**config.mk**
```make
export PLATFORM = sky130hd
export DESIGN_NAME = dcache_miss_ctrl
export DESIGN_NICKNAME = d
export VERILOG_FILES = /design/src/rtl/cache_pkg.sv /design/src/rtl/dcache_miss_ctrl.sv
export SDC_FILE = /design/constraint.sdc
export NUM_CORES = 1
export LEC_CHECK = 0
export CAP_MARGIN = 30
export CORE_MARGIN = 3
export CORE_UTILIZATION = 45
export DETAILED_ROUTE_END_ITERATION = 12
export PLACE_DENSITY = 0.84
export REMOVE_ABC_BUFFERS = 1
export SLEW_MARGIN = 40
export SYNTH_ARGS = -nofsm -noshare
export SYNTH_HDL_FRONTEND = slang
export SYNTH_SLANG_ARGS = --single-unit
```
**constraint.sdc**
```tcl
create_clock -name CLK -period 20 [get_ports CLK]
set_input_delay 6 -clock CLK [delete_from_list [all_inputs] [get_ports CLK]]
set_output_delay 6 -clock CLK [all_outputs]
set_load 0.01 [all_outputs]
```
**src/rtl/cache_pkg.sv**
```systemverilog
// Shared types and line geometry for the data-cache miss controller.
package cache_pkg;

    typedef enum logic [1:0] {IDLE, WB, REFILL, UPDATE} miss_state_t;

    localparam int WORDS_PER_LINE_DEF = 4;
    localparam int LINE_BYTES         = 4 * WORDS_PER_LINE_DEF;

    // Line-aligned base of a byte address; line_bytes must be a power of 2.
    function automatic logic [31:0] line_base(input logic [31:0] addr, input int line_bytes);
        return addr & ~(32'(line_bytes) - 32'd1);
    endfunction

endpackage

```
**src/rtl/dcache_miss_ctrl.sv**
```systemverilog
// Data-cache miss controller: dirty-victim writeback, then line refill over a
// req/ack memory port, then a single-cycle line install pulse to the cache.
module dcache_miss_ctrl
    import cache_pkg::*;
#(
    parameter int WORDS_PER_LINE = WORDS_PER_LINE_DEF,
    parameter int CNT_W          = 16
) (
    input  logic                           CLK,
    input  logic                           RST,
    input  logic                           miss,
    input  logic [31:0]                    miss_addr,
    input  logic                           victim_dirty,
    input  logic [31:0]                    victim_addr,
    input  logic [WORDS_PER_LINE-1:0][31:0] victim_words,
    input  logic                           mem_ack,
    input  logic [31:0]                    mem_rdata,
    output logic                           mem_req,
    output logic                           mem_we,
    output logic [31:0]                    mem_addr,
    output logic [31:0]                    mem_wdata,
    output logic                           update,
    output logic [WORDS_PER_LINE-1:0][31:0] line_words,
    output logic [31:0]                    line_addr,
    output logic                           stall,
    output logic [CNT_W-1:0]               miss_cnt,
    output logic [CNT_W-1:0]               wb_cnt
);

    localparam int BEAT_W = $clog2(WORDS_PER_LINE);
    localparam int LINE_B = 4 * WORDS_PER_LINE;

    typedef logic [WORDS_PER_LINE-1:0][31:0] line_t;

    miss_state_t       state_q, state_d;
    logic [BEAT_W-1:0] beat_q, beat_d;
    logic [31:0]       miss_base_q, miss_base_d;
    logic [31:0]       victim_base_q, victim_base_d;
    logic [31:0]       line_addr_q, line_addr_d;
    line_t             victim_buf_q, victim_buf_d;
    line_t             line_buf_q, line_buf_d;
    line_t             line_words_q, line_words_d;
    logic [CNT_W-1:0]  miss_cnt_q, miss_cnt_d;
    logic [CNT_W-1:0]  wb_cnt_q, wb_cnt_d;

    logic        last_beat;
    logic [31:0] beat_off;

    assign last_beat = (beat_q == BEAT_W'(WORDS_PER_LINE - 1));
    assign beat_off  = {{(30 - BEAT_W){1'b0}}, beat_q, 2'b00};

    always_comb begin
        // NOTE: every _d gets its hold value first so no path through the case infers a latch.
        state_d       = state_q;
        beat_d        = beat_q;
        miss_base_d   = miss_base_q;
        victim_base_d = victim_base_q;
        line_addr_d   = line_addr_q;
        victim_buf_d  = victim_buf_q;
        line_buf_d    = line_buf_q;
        line_words_d  = line_words_q;
        miss_cnt_d    = miss_cnt_q;
        wb_cnt_d      = wb_cnt_q;

        case (state_q)
            IDLE: begin
                if (miss) begin
                    miss_base_d   = line_base(miss_addr, LINE_B);
                    victim_base_d = line_base(victim_addr, LINE_B);
                    victim_buf_d  = victim_words;
                    beat_d        = '0;
                    state_d       = victim_dirty ? WB : REFILL;
                end
            end
            WB: begin
                if (mem_ack) begin
                    if (last_beat) begin
                        beat_d   = '0;
                        wb_cnt_d = (wb_cnt_q == '1) ? wb_cnt_q : wb_cnt_q + CNT_W'(1);
                        state_d  = REFILL;
                    end else begin
                        beat_d = beat_q + BEAT_W'(1);
                    end
                end
            end
            REFILL: begin
                if (mem_ack) begin
                    line_buf_d[beat_q] = mem_rdata;
                    beat_d             = beat_q + BEAT_W'(1);
                    // Publish the whole line at once so line_words never shows a partial fill.
                    if (last_beat) begin
                        line_words_d = line_buf_d;
                        line_addr_d  = miss_base_q;
                        state_d      = UPDATE;
                    end
                end
            end
            UPDATE: begin
                miss_cnt_d = (miss_cnt_q == '1) ? miss_cnt_q : miss_cnt_q + CNT_W'(1);
                state_d    = IDLE;
            end
            default: state_d = IDLE;
        endcase
    end

    // NOTE: the line buffers are plain flops and are reset so line_words reads 0 out of reset.
    always_ff @(posedge CLK or posedge RST) begin
        if (RST) begin
            state_q       <= IDLE;
            beat_q        <= '0;
            miss_base_q   <= '0;
            victim_base_q <= '0;
            line_addr_q   <= '0;
            victim_buf_q  <= '0;
            line_buf_q    <= '0;
            line_words_q  <= '0;
            miss_cnt_q    <= '0;
            wb_cnt_q      <= '0;
        end else begin
            // NOTE: non-blocking so every flop samples the pre-edge value of its neighbours.
            state_q       <= state_d;
            beat_q        <= beat_d;
            miss_base_q   <= miss_base_d;
            victim_base_q <= victim_base_d;
            line_addr_q   <= line_addr_d;
            victim_buf_q  <= victim_buf_d;
            line_buf_q    <= line_buf_d;
            line_words_q  <= line_words_d;
            miss_cnt_q    <= miss_cnt_d;
            wb_cnt_q      <= wb_cnt_d;
        end
    end

    // Beat outputs are decoded from registered state only, so they hold until ack.
    always_comb begin
        mem_addr  = '0;
        mem_wdata = '0;
        case (state_q)
            WB: begin
                mem_addr  = victim_base_q + beat_off;
                mem_wdata = victim_buf_q[beat_q];
            end
            REFILL:  mem_addr = miss_base_q + beat_off;
            default: ;
        endcase
    end

    assign mem_req    = (state_q == WB) || (state_q == REFILL);
    assign mem_we     = (state_q == WB);
    assign update     = (state_q == UPDATE);
    assign line_addr  = line_addr_q;
    assign line_words = line_words_q;
    assign stall      = miss | (state_q != IDLE);
    assign miss_cnt   = miss_cnt_q;
    assign wb_cnt     = wb_cnt_q;

endmodule
```
== Yosys cells after proc, flatten, opt, wreduce, memory -nomap -nowiden ==
Cells that the tools add are included.

* Input port bits: 229
* Flip-flop bits (word level): 504
* Output and inout port bits: 260
* Logic and storage cells: 71

* Muxes and demuxes: 19
* Bitwise logic cells: 3
* Add/sub/neg operators: 5
* Order comparisons: 2
* Reduce and logical (&&, ||, !) cells: 12
* Equal/unequal tests: 11

{| class="wikitable"
|+ Operators with widths
! kind !! number
|-
| bitwise mux 128 bit || 1
|-
| two-way mux 32 bit || 3
|-
| adder 32 x 4 -> 32 bit || 2
|-
| binary-select mux 32 bit (select 2 bit) || 1
|-
| demux 32 bit (select 2 bit) || 1
|-
| one-hot mux 32 bit (2 select lines) || 1
|-
| adder 16 x 1 -> 16 bit (second input constant) || 2
|-
| == test 16 bit (second input constant) || 2
|-
| two-way mux 2 bit || 10
|-
| inequality test 2 bit (second input constant) || 4
|-
| one-hot mux 2 bit (4 select lines) || 1
|-
| AND reduction 4 bit || 2
|-
| == test 2 bit (second input constant) || 3
|-
| one-hot mux 2 bit (3 select lines) || 1
|-
| AND reduction 2 bit || 3
|-
| AND reduction 5 bit || 1
|-
| < comparator 2 x 3 -> 1 bit (second input constant) || 1
|-
| AND reduction 3 bit || 1
|-
| nonzero test 3 bit || 1
|-
| adder 2 x 1 -> 2 bit (second input constant) || 1
|-
| == test 2 x 1 -> 1 bit (second input constant) || 1
|-
| >= comparator 2 x 1 -> 1 bit (second input constant) || 1
|-
| zero test 2 bit || 1
|-
| inequality test 2 x 1 -> 1 bit (second input constant) || 1
|-
| other kinds (5) || 6
|}

== Depth between registers and ports, before layout ==
* Depth after elaboration: 5
* Mapped depth: 9
* Depth with buffers taken out: 6

== Worst setup path before layout ==
OpenSTA, ideal clock, no wires.

* Kind: input to output
* Start: in miss
* End: out stall
* Path buffers: 0
* Setup slack: 7832 ps
* Arrival: 6168 ps
* Cell stages on the path: 1
* Required time: 14000 ps
* Path through: nand2b_1

* Word-level cells in the longest chain between the ends: 1

{| class="wikitable"
|+ RTL lines
! element !! line !! text
|-
| start, declared || dcache_miss_ctrl.sv:11 || <nowiki>input logic miss,</nowiki>
|-
| OR 1 bit || dcache_miss_ctrl.sv:153 || <nowiki>assign stall = miss | (state_q != IDLE);</nowiki>
|-
| end, declared || dcache_miss_ctrl.sv:25 || <nowiki>output logic stall,</nowiki>
|}

Every way passes these cells.

== Worst setup path in the final report ==
Same ends and word-level chain as after synthesis.

==> flow_summary.yaml <==
floorplanning:
  die_y_um: 218.5
  core-area_um2: 44410
  die_area_um2: 47760
  io_pins: 489
  initial_core_util: 0.4576
  fp.dieW_um: 218.5
  num_rows: 77
run:
  cap_violations: 0
pwr:
  vdd_drop_max_v: 0.0001040
  p_per_area_nw_per_um2: 150.0
  p_leak_nw: 11.94
  total_power_mw: 4.114
logic_synthesis:
  yosysTopAreaCell: "dfrtp_1"
  seq_area_frac_synth: 0.5811
  yosysTopAreaCellShare: 0.5811
  netlist_instances: 1467
  synthTopCellsByArea: "dfrtp_1 (58%), mux2_2 (19%), mux2i_1 (4.9%)"
  synthArstFlopShare: 1.000
  synth_edf_count: 0
  synth-seq-cells: 472
  synthesis.area_um2: 20330
  ys_warn_count: 0
  synthFlopType: "dfrtp_1"
  synthDistinctLibCells: 46
  syn_area_per_cell_um2: 13.86
sta:
  setup_viol: 0
  rsz0062_at_grt: "no"
  min_period_ns: 13.26
  finClkSkew_ns: 0.01387
  fmax_ghz: 0.07542
  maxSlewHeadroom: 0.4895
  fin_setup_tns_ns: 0
  tightestPinTransition_ns: 0.7657
  finalMaxSlewViolations: 0
  hold_violations: 0
  period_share: 0.6629
clocking:
  tritoncts: "built"
  cts_root_buf: "clkbuf_16"
  post_cts_buffers: 0
  cts_made_buffers: 50
  cts_buffer_depth: 3
  clk_latency_ns: 0.57
  cts_hold_buf: 0
  cts.repair.resized: 0
  clkSlewWorstSetupHoldPaths_ns: 0.06
  clkSinkCount: 472
  htree_levels: 2
worst_setup_path:
  cp.required_ns: 14.00
  cp_cell_sequence: "clkdlybuf4s50_1 > nand2b_1 > clkdlybuf4s50_1"
  critical_path_arrival_ns: 7.26
  crit_type: "input pin to primary output"
  cp_slowest_cell: "clkdlybuf4s50_1"
  worstReg2RegStart: "beat_q[0]"
  worstPathMaxFanout: 2
  cpPeakStageDelay_ns: 0.55
  cp-startpoint: "miss"
  crit_path_frequent_cell: "clkdlybuf4s50_1"
  cp-start-kind: "input pin"
  end_kind: "primary output"
finish:
  drive_gt1_frac: 0.2520
  finish.utilization: 0.6175
  final_cell_area_um2: 27430
  mostFrequentLayoutCell: "clkdlybuf4s50_1"
  area_delta_synth_final_pct: 34.93
  nets: 2161
  final_cell_mix: "clkdlybuf4s50_1 (474), dfrtp_1 (470), mux2_2 (341)"
  stdcell_count: 2549
placed_design:
  port_buffers: 474
  place_inst: 2457
  place_hpwl_um: 36580
  globalplace.congestion: 0.8470
  placed_area_um2: 25680
global_route:
  grt_pass1_vias: 14623
  grt_max_degree: 226
  antenna_found_initial: 8
  gr-total-overflow: 0
  grtUsageTotal: 0.2230
  grt_pass1_wl_um: 82810
worst_hold_path:
  min_from: "line_words[80]"
  hold_class: "flip-flop to flip-flop"
routing:
  drt-initial-drc-count: 898
  drtAntennaViolNets: 0
  vias_per_cell: 5.303
  wl_per_cell_um: 21.19
  drt-total-wl_um: 54020
  vias: 13517
  drc: 0
  firstDrtPassIters: 5
outcome:
  status: "finished, final reports clean"
-- registers in the layout (all words and copies together) (netlist names) --
name           flops
victim_base_q     28
line_buf_q        96
beat_q             2
wb_cnt            16
miss_cnt          16
victim_buf_q     128
line_addr         28
miss_base_q       28
line_words       128
state_q            2
-- synthesized netlist by cell type (6+ instances only) --
cell type	count
inv_1	7
mux2_2	341
buf_4	6
nand2_1	109
nor2b_1	29
o21ai_0	100
buf_2	38
buf_1	10
dfrtp_1	472
a22oi_1	28
xor2_1	23
and2_1	32
nand4_1	8
nand3_1	12
mux4_2	32
nor2_1	17
nor3_1	8
ha_1	13
clkbuf_1	42
mux2i_1	100
-- power by group --
group	internal [mW]	switching, mW	total, mW
combinational	0.903	0.662	1.57
clock	0.576	0.375	0.950
sequential	1.36	0.234	1.60
-- metrics by stage --
| step | hold WS, ns | setup WS, ns |
|---|---|---|
| after detailed placement | 0.4697 | 6.749 |
| after floorplan | 0.4743 | 0.8342 |
| after CTS | 0.4827 | 6.741 |
| after global placement | 0.4612 | 6.712 |
| final | 0.4788 | 6.742 |
| after global routing | 0.5041 | 6.693 |
-- final timing paths --
check | slack [ns] | cells after the start | endpoint
max | 6.74 | 3 | stall
min | 0.48 | 2 | line_words[80]
max reg2reg | 17.20 | 6 | line_buf_q[11]
min reg2reg | 0.48 | 2 | line_words[80]
max in group asynchronous | 12.54 | 4 | line_buf_q[27]
min in group asynchronous | 6.00 | 2 | line_words[101]
-- layer usage --
layer / vias up / global-route usage / wire length (um)
li1: 6106 / - / -
met1: 6854 / 0.2697 / 21230
met4: 6 / 0.1044 / 2308
met2: 415 / 0.3699 / 26710
met3: 136 / 0.06354 / 3731
met5: - / 0 / 44
-- worst max-delay path, delay by kind of cell --
kind,cells,cell delay [ns]
AND/OR/NAND/NOR,1,0.18
buffers and inverters,2,1.08
-- kinds of logic (layout without fill, tap and decap cells) --
family	after synthesis	count (layout)	synth area share
AOI/OAI and AO/OA	137	137	0.03946
xor gates and xnor gates	27	27	0.01163
muxes	475	475	0.2749
and+or+nand+nor	239	239	0.06223
DFF	472	472	0.5811
other	1	11	0.0001845
adders and majority gates	13	13	0.008003
buffers and inverters	103	583	0.02247
-- final cells by class --
cell class                 instances  area (um2)
antenna                            5       12.51
clock buffer                      69        1433
clock inverter                    16       251.5
fill                            3291       16990
inverter                           7       38.79
multi-input combinational        897        8144
sequential                       472       11810
tap                              592       740.7
timing repair buffer             491        4992
(Power assumes the default switching activity.)
